`config.mk`:
```
export PLATFORM = sky130hd
export DESIGN_NAME = video_cmd_regs
export DESIGN_NICKNAME = d
export VERILOG_FILES = /design/src/rtl/video_cmd_regs.sv
export SDC_FILE = /design/constraint.sdc
export NUM_CORES = 1
export LEC_CHECK = 0
export BUFFER_PORTS_ARGS = -buffer_cell sky130_fd_sc_hd__clkbuf_2
export CAP_MARGIN = 15
export CORE_MARGIN = 4
export CORE_UTILIZATION = 40
export DETAILED_ROUTE_END_ITERATION = 10
export PLACE_DENSITY = 0.62
export SYNTH_ARGS = -nofsm -noshare
export SYNTH_HDL_FRONTEND = slang
export SYNTH_SLANG_ARGS = --single-unit
```
`constraint.sdc`:
```
create_clock -name i_clk -period 4.4 [get_ports i_clk]
set_input_delay 0.22 -clock i_clk [delete_from_list [all_inputs] [get_ports i_clk]]
set_output_delay 0.22 -clock i_clk [all_outputs]
set_load 0.01 [all_outputs]
```
`src/rtl/video_cmd_regs.sv`:
```
// UART-driven control register file: pending bank written by byte commands,
// copied to the active bank once per vertical-blanking rising edge.
module video_cmd_regs #(
    parameter int unsigned NUM_REGS       = 4,
    parameter int unsigned TIMEOUT_CYCLES = 2170
) (
    input  logic                  i_clk,
    input  logic                  i_rst_n,
    input  logic [7:0]            i_rx_byte,
    input  logic                  i_rx_valid,
    input  logic                  i_vblank,
    input  logic                  i_tx_ready,
    output logic [7:0]            o_tx_byte,
    output logic                  o_tx_valid,
    output logic [8*NUM_REGS-1:0] o_regs,
    output logic                  o_apply_stb,
    output logic [1:0]            o_status
);

    localparam int unsigned REG_W = 8 * NUM_REGS;
    localparam int unsigned TMR_W = (TIMEOUT_CYCLES > 1) ? $clog2(TIMEOUT_CYCLES) : 1;
    localparam logic [TMR_W-1:0] TMR_LAST = TMR_W'(TIMEOUT_CYCLES - 1);
    localparam logic [7:0] ACK_BYTE  = 8'h06;
    localparam logic [7:0] NAK_BYTE  = 8'h15;
    localparam logic [7:0] NUM_REGS8 = 8'(NUM_REGS);

    typedef enum logic [1:0] {
        ST_IDLE      = 2'd0,
        ST_WAIT_DATA = 2'd1
    } state_t;

    state_t             state_q, state_d;
    logic [TMR_W-1:0]   timer_q, timer_d;
    logic [6:0]         addr_q, addr_d;
    logic [REG_W-1:0]   pend_q;
    logic [REG_W-1:0]   act_q;
    logic [7:0]         tx_byte_q;
    logic               tx_valid_q;
    logic               apply_stb_q;
    logic [1:0]         status_q;
    logic               vblank_q;

    logic               resp_c;
    logic [7:0]         resp_byte_c;
    logic               wr_en_c;
    logic               timeout_c;
    logic [7:0]         rd_data_c;
    logic               vblank_rise_c;

    function automatic logic addr_ok(input logic [6:0] a);
        return {1'b0, a} < NUM_REGS8;
    endfunction

    // Read mux: pending-bank byte selected by the header address
    always_comb begin
        rd_data_c = '0;
        for (int unsigned k = 0; k < NUM_REGS; k++) begin
            if (i_rx_byte[6:0] == 7'(k)) begin
                rd_data_c = pend_q[8*k +: 8];
            end
        end
    end

    assign vblank_rise_c = i_vblank & ~vblank_q;

    // Command parser next-state and per-cycle actions
    always_comb begin
        state_d     = state_q;
        timer_d     = timer_q;
        addr_d      = addr_q;
        resp_c      = 1'b0;
        resp_byte_c = '0;
        wr_en_c     = 1'b0;
        timeout_c   = 1'b0;
        case (state_q)
            ST_IDLE: begin
                timer_d = '0;
                if (i_rx_valid) begin
                    if (i_rx_byte[7]) begin
                        state_d = ST_WAIT_DATA;
                        addr_d  = i_rx_byte[6:0];
                    end else begin
                        resp_c      = 1'b1;
                        resp_byte_c = addr_ok(i_rx_byte[6:0]) ? rd_data_c : NAK_BYTE;
                    end
                end
            end
            ST_WAIT_DATA: begin
                if (i_rx_valid) begin
                    state_d = ST_IDLE;
                    resp_c  = 1'b1;
                    if (addr_ok(addr_q)) begin
                        wr_en_c     = 1'b1;
                        resp_byte_c = ACK_BYTE;
                    end else begin
                        resp_byte_c = NAK_BYTE;
                    end
                end else if (timer_q == TMR_LAST) begin
                    state_d   = ST_IDLE;
                    timeout_c = 1'b1;
                end else begin
                    timer_d = timer_q + TMR_W'(1);
                end
            end
            default: begin
                state_d = ST_IDLE;
                timer_d = '0;
            end
        endcase
    end

    // Parser state, timeout counter and latched write address
    always_ff @(posedge i_clk or negedge i_rst_n) begin
        if (!i_rst_n) begin
            state_q <= ST_IDLE;
            timer_q <= '0;
            addr_q  <= '0;
        end else begin
            state_q <= state_d;
            timer_q <= timer_d;
            addr_q  <= addr_d;
        end
    end

    // Register banks; copy samples pending before any same-cycle write
    always_ff @(posedge i_clk or negedge i_rst_n) begin
        if (!i_rst_n) begin
            pend_q <= '0;
            act_q  <= '0;
        end else begin
            for (int unsigned k = 0; k < NUM_REGS; k++) begin
                if (wr_en_c && (addr_q == 7'(k))) begin
                    pend_q[8*k +: 8] <= i_rx_byte;
                end
            end
            if (vblank_rise_c) begin
                act_q <= pend_q;
            end
        end
    end

    // Vblank edge detector and apply strobe
    always_ff @(posedge i_clk or negedge i_rst_n) begin
        if (!i_rst_n) begin
            vblank_q    <= 1'b0;
            apply_stb_q <= 1'b0;
        end else begin
            vblank_q    <= i_vblank;
            apply_stb_q <= vblank_rise_c;
        end
    end

    // Single-entry response holding register with sticky overrun/timeout flags
    always_ff @(posedge i_clk or negedge i_rst_n) begin
        if (!i_rst_n) begin
            tx_valid_q <= 1'b0;
            tx_byte_q  <= '0;
            status_q   <= '0;
        end else begin
            if (tx_valid_q && i_tx_ready) begin
                tx_valid_q <= 1'b0;
            end
            if (resp_c) begin
                if (!tx_valid_q || i_tx_ready) begin
                    tx_valid_q <= 1'b1;
                    tx_byte_q  <= resp_byte_c;
                end else begin
                    status_q[1] <= 1'b1;
                end
            end
            if (timeout_c) begin
                status_q[0] <= 1'b1;
            end
        end
    end

    assign o_tx_byte   = tx_byte_q;
    assign o_tx_valid  = tx_valid_q;
    assign o_regs      = act_q;
    assign o_apply_stb = apply_stb_q;
    assign o_status    = status_q;

endmodule

```
# After elaboration in Yosys (flattened, before gate mapping)
# Index checks and enable logic that the tools add are counted.
classes:
  eq_ne: 13
  n_lt_le_gt_ge: 2
  div: 0
  reduce_logical: 15
  n_addsub: 1
  mux: 31
  bitwise: 3
  multipliers: 0
  shift: 0
op_table:
  columns: ["op", "count"]
  rows:
  - ["two-way mux 8 bit", 7]
  - ["two-way mux 12 bit", 3]
  - ["equality test 7 x 2 -> 1 bit, second input constant", 4]
  - ["one-hot mux 8 bit (2 select lines)", 1]
  - ["equality test 7 x 1 -> 1 bit, second input constant", 2]
  - ["zero test 7 bit", 2]
  - ["less-than comparator 7 x 3 -> 1 bit, second input constant", 2]
  - ["adder 12 x 1 -> 12 bit, second input constant", 1]
  - ["equality test 12 bit, second input constant", 1]
  - ["two-way mux 1 bit", 12]
  - ["two-way mux 5 bit", 2]
  - ["two-way mux 2 bit", 4]
  - ["!= test 2 bit, second input constant", 4]
  - ["AND reduction 2 bit", 3]
  - ["AND reduction 3 bit", 2]
  - ["logical AND 1 bit", 5]
  - ["one-hot mux 2 bit (2 select lines)", 1]
  - ["!= test 3 bit, second input constant", 1]
  - ["equality test 2 x 1 -> 1 bit, second input constant", 1]
  - ["zero test 2 bit", 1]
  - ["NOT 1 bit", 2]
  - ["one-hot mux 1 bit (2 select lines)", 1]
  - ["AND 1 bit", 1]
  - ["zero test 1 bit", 1]
  - ["logical OR 1 bit", 1]
totals:
  out_inout_bits: 44
  register_bits: 98
  mem_bits_rw: 0
  latch_bits: 0
  wordCells: 79
  n_memories: 0
  mem_bits_ro: 0
  input_bits: 13

# Logic depth before layout (Yosys ltp)
depth:
  word_depth: 9
  depth_mapped: 6
  mapped_depth_nobuf: 6

# Least setup slack after synthesis
# No wires, ideal clock.
synth_path:
  path_type: "reg-to-reg"
  from: "register addr_q[6]"
  to: "register pend_q[18]"
  path_stages_with_launch: 5
  setup_time_ns: 0.125
  period_less_slack_ns: 1.693
  arrival_ns: 1.568
  required_time_ns: 4.275
  slack_ns: 2.707
  path_buffers: 0
  cell_sequence: "dfrtp_1 > nor3_2 > nand4_4 > nor3b_4 > mux2_2"
synth_between:
  elab_chain_len: 5
  word_cells_on_any_way: 6
  cone_classes: "order compare (1); eq/ne (1); mux (3); reduce/logical (1)"
synth_rtl:
  columns: ["item", "line_no", "rtl"]
  rows:
  - ["from (decl)", "34", "logic [6:0] addr_q, addr_d;"]
  - ["from (signal assigned)", "121", "addr_q <= addr_d;"]
  - ["less-than comparator 7 x 3 -> 1 bit", "51", "return {1'b0, a} < NUM_REGS8;"]
  - ["two-way mux 1 bit", "92", "if (addr_ok(addr_q)) begin"]
  - ["two-way mux 1 bit", "89", "if (i_rx_valid) begin"]
  - ["two-way mux 1 bit", "75", "case (state_q)"]
  - ["logical AND 1 bit (*)", "132", "if (wr_en_c && (addr_q == 7'(k))) begin"]
  - ["to (signal, indexed assignment)", "133", "pend_q[8*k +: 8] <= i_rx_byte;"]
  - ["to (decl)", "35", "logic [REG_W-1:0] pend_q;"]
# Every way passes the cells marked *; elsewhere a longest branch is shown, timed or not.
# A chain may end at the register's enable or synchronous reset.

# Final worst setup path
layout_path:
  from: "register state_q[0]"
  to: "register pend_q[11]"
layout_between:
  elab_chain_len: 3
layout_rtl:
  columns: ["item", "line_no", "rtl"]
  rows:
  - ["from (decl)", "32", "state_t state_q, state_d;"]
  - ["from (signal assigned)", "119", "state_q <= state_d;"]
  - ["equality test 2 x 1 -> 1 bit", "75", null]
  - ["two-way mux 1 bit", "75", null]
  - ["logical AND 1 bit", "132", null]
# No other way between the ends.

==> results.py <==
metrics = {
    "timing": {
        "fmax_mhz": 472,
        "skew_ps": 19.1,
        "slew_headroom_pct": 48.3,
        "rsz0062_at_grt": "no",
        "final-max-slew-violation-count": 0,
        "fin_crit_sh_pct": 48.1,
        "setup_viol": 0,
        "fin_crit_ps": 2120,
        "hold_viol_final": 0,
        "worstMarginPinSlew_ps": 775,
        "tns_ps": 0,
    },
    "synthesis": {
        "yosys.area.top_type": "dfrtp_1",
        "synth_ff_type": "dfrtp_1",
        "synthDistinctLibCells": 42,
        "synth_edf_count": 0,
        "ys.warnings.count": 0,
        "synth_seq_cells": 97,
        "syn-num-nets": 311,
        "yosysTopAreaCellShare_pct": 58.5,
        "synthAdderAreaFrac_pct": 0.603,
        "postSynthAreaPerCell_sq_um": 14.0,
        "ys_seq_area_share_pct": 58.5,
        "synth_compound_area_share_pct": 4.31,
        "synth.top_cells.by_area": "dfrtp_1 58%, mux2_2 19%, mux4_2 2.2%",
        "synth_top_family_by_area": "multiplexers",
        "synth_async_sr_flop_share_pct": 100,
        "synth-simple-area-share_pct": 10.8,
        "synth.mux.area_fraction_pct": 22.9,
        "syn_area_sq_mm": 0.00415,
        "synth-xor-area-share_pct": 1.69,
        "postSynthCellCount": 296,
    },
    "worst_setup_path": {
        "end_kind": "register",
        "critPathKind": "reg2reg",
        "cp.required_ps": 4640,
        "crit_buf_inv": 0,
        "critPathMaxFanout": 22,
        "critPathArrivalTime_ps": 2360,
        "cp-start-kind": "register",
        "path_cells": "nand4_4 > nor3b_4 > mux2_2",
        "slowest_delay_ps": 750,
        "crit_slowest_cell": "dfrtp_1",
        "crit_family": "simple AND/OR/NAND/NOR gates",
    },
    "cells_and_area": {
        "synthToLayoutAreaGrowth_pct": 14.9,
        "fillerInstances": 903,
        "drive_gt1_share_pct": 42.8,
        "stdcell_count": 493,
        "fin_util_pct": 47.9,
        "antennaDiodeCount": 0,
        "fin_nets": 370,
    },
    "clocking": {
        "h-tree-depth": 3,
        "post_cts_buffers": 0,
        "cts_made_buffers": 9,
        "cts_sinks": 97,
        "worstSkewPairLatency_ps": 370,
        "clk_pin_slew_ps": 110,
        "cts-resized-gates": 0,
        "postCtsHoldBufs": 2,
        "cts_buffer_depth": 2,
        "root_buffer": "clkbuf_8",
        "cts_tree": "built",
    },
    "placement": {
        "gp_congestion": 0.802,
        "port_buffers": 56,
        "dp.cells": 475,
        "hpwl_um": 5930,
    },
    "global_route": {
        "grt_overflow_total": 0,
        "grt_usage_pct": 15.2,
        "grt_pass1_wl_um": 13900,
        "grt_max_degree": 64,
        "antenna_found_initial": 0,
        "grt_pass1_vias": 2639,
    },
    "die": {
        "die-height_um": 110,
        "die_x_um": 110,
        "core_sq_mm": 0.00995,
        "start_util_pct": 41.7,
        "num_io_pins": 57,
        "fp.dieArea_sq_mm": 0.0121,
        "rows": 36,
    },
    "routing": {
        "wl_per_cell_um": 17.1,
        "routed_via_density": 5.10,
        "dr.pass1.iters": 4,
        "postRouteAntennaNets": 0,
        "drt_iter0_drc": 86,
        "vias": 2512,
        "drc": 0,
        "routed_wl_um": 8450,
    },
    "status": {
        "status": "finished clean",
    },
    "pwr": {
        "p_leak_uw": 0.00238,
        "finalPower_uw": 1930,
        "power_density_mw_per_mm2": 405,
        "peakVddDrop_uv": 182,
    },
    "job": {
        "cap_violations": 0,
    },
    "hold_path": {
        "min_path_type": "in2reg",
    },
}
==> worst paths after layout <==
| kind | start | slack (ps) | cells past startpoint | endpoint |
|---|---|---|---|---|
| max | state_q[0] | 2280 | 3 | pend_q[11] |
| min | i_rx_byte[2] | 180 | 2 | pend_q[18] |
| max reg2reg | state_q[0] | 2280 | 3 | pend_q[11] |
| min reg2reg | o_status[1] | 480 | 1 | o_status[1] |
| max in group asynchronous | i_rst_n | 3000 | 3 | pend_q[28] |
| min in group asynchronous | i_rst_n | 470 | 2 | timer_q[7] |
==> cells in the mapped netlist (all sizes together), types with 5 or more instances <==
cell type,count
dfrtp,97
mux2,71
nand2,15
and2,11
clkbuf,10
a31oi,6
mux2i,6
nor2b,6
nand2b,5
nor2,5
xor2,5
==> logic make-up (layout without fill, tap and decap cells) <==
| kind of cell | after synthesis | after routing |
|---|---|---|
| multiplexers | 81 | 81 |
| XOR/XNOR | 8 | 8 |
| AND/OR/NAND/NOR | 69 | 69 |
| AO/OA/AOI/OAI | 25 | 25 |
| flip-flops | 97 | 97 |
| adder cells (fa/ha/maj) | 2 | 2 |
| buffers and inverters | 14 | 78 |
==> state kept, by name, indices dropped and copies added (netlist names) <==
register / cells
vblank_q: 1
o_status: 2
o_tx_byte: 8
addr_q: 7
o_tx_valid: 1
pend_q: 32
o_apply_stb: 1
timer_q: 12
o_regs: 32
state_q: 1
==> power by group <==
group          internal (uW)  leakage, uW  total (uW)  switching (uW)
clock network            217    0.0000929         547             330
logic                    156     0.000986         297             141
registers               1000      0.00130        1090            86.0
total                   1380      0.00238        1930             557
==> metrics by stage <==
step                setup WS (ps)  instance area, sq um  hold slack (ps)
floorplan                    2710                  4150            -75.6
global placement             2330                  4570              347
detailed placement           2270                  4570              354
CTS                          2270                  4770              164
global route                 2130                  4770              178
finish                       2280                  4770              177
==> worst register-to-register path, cell delays in order, from the launching register on <==
cell and delay (ps):
dfrtp_1 750, nand4_4 290, nor3b_4 560, mux2_2 400
==> per-layer routing <==
| metal | routed length, um | global-route usage, % | up-vias |
|---|---|---|---|
| met4 | 102 | 5.34 | 0 |
| li1 | - | - | 1189 |
| met5 | 0 | 0 | - |
| met2 | 4000 | 22.8 | 52 |
| met3 | 343 | 3.11 | 7 |
| met1 | 4010 | 21.7 | 1264 |
==> layout by cell type (no fill, tap or decap), drive strengths merged, types with 6 or more instances in the layout <==
cell    instances
a31oi           6
and2           11
clkbuf         64
dfrtp          97
inv             7
mux2           71
mux2i           6
nand2          15
nor2b           6
==> final cells by class <==
type / instances / area (sq um) / area share [%]
flip-flops and latches: 97 / 2430 / 50.9
multi-input cells: 185 / 1670 / 35.0
repair buffers: 60 / 318 / 6.66
well taps: 133 / 166 / 3.49
clock buffers: 9 / 124 / 2.60
clock inverters: 7 / 58.8 / 1.23
inverters: 2 / 7.51 / 0.157
Power figures use the tool's default switching activity.
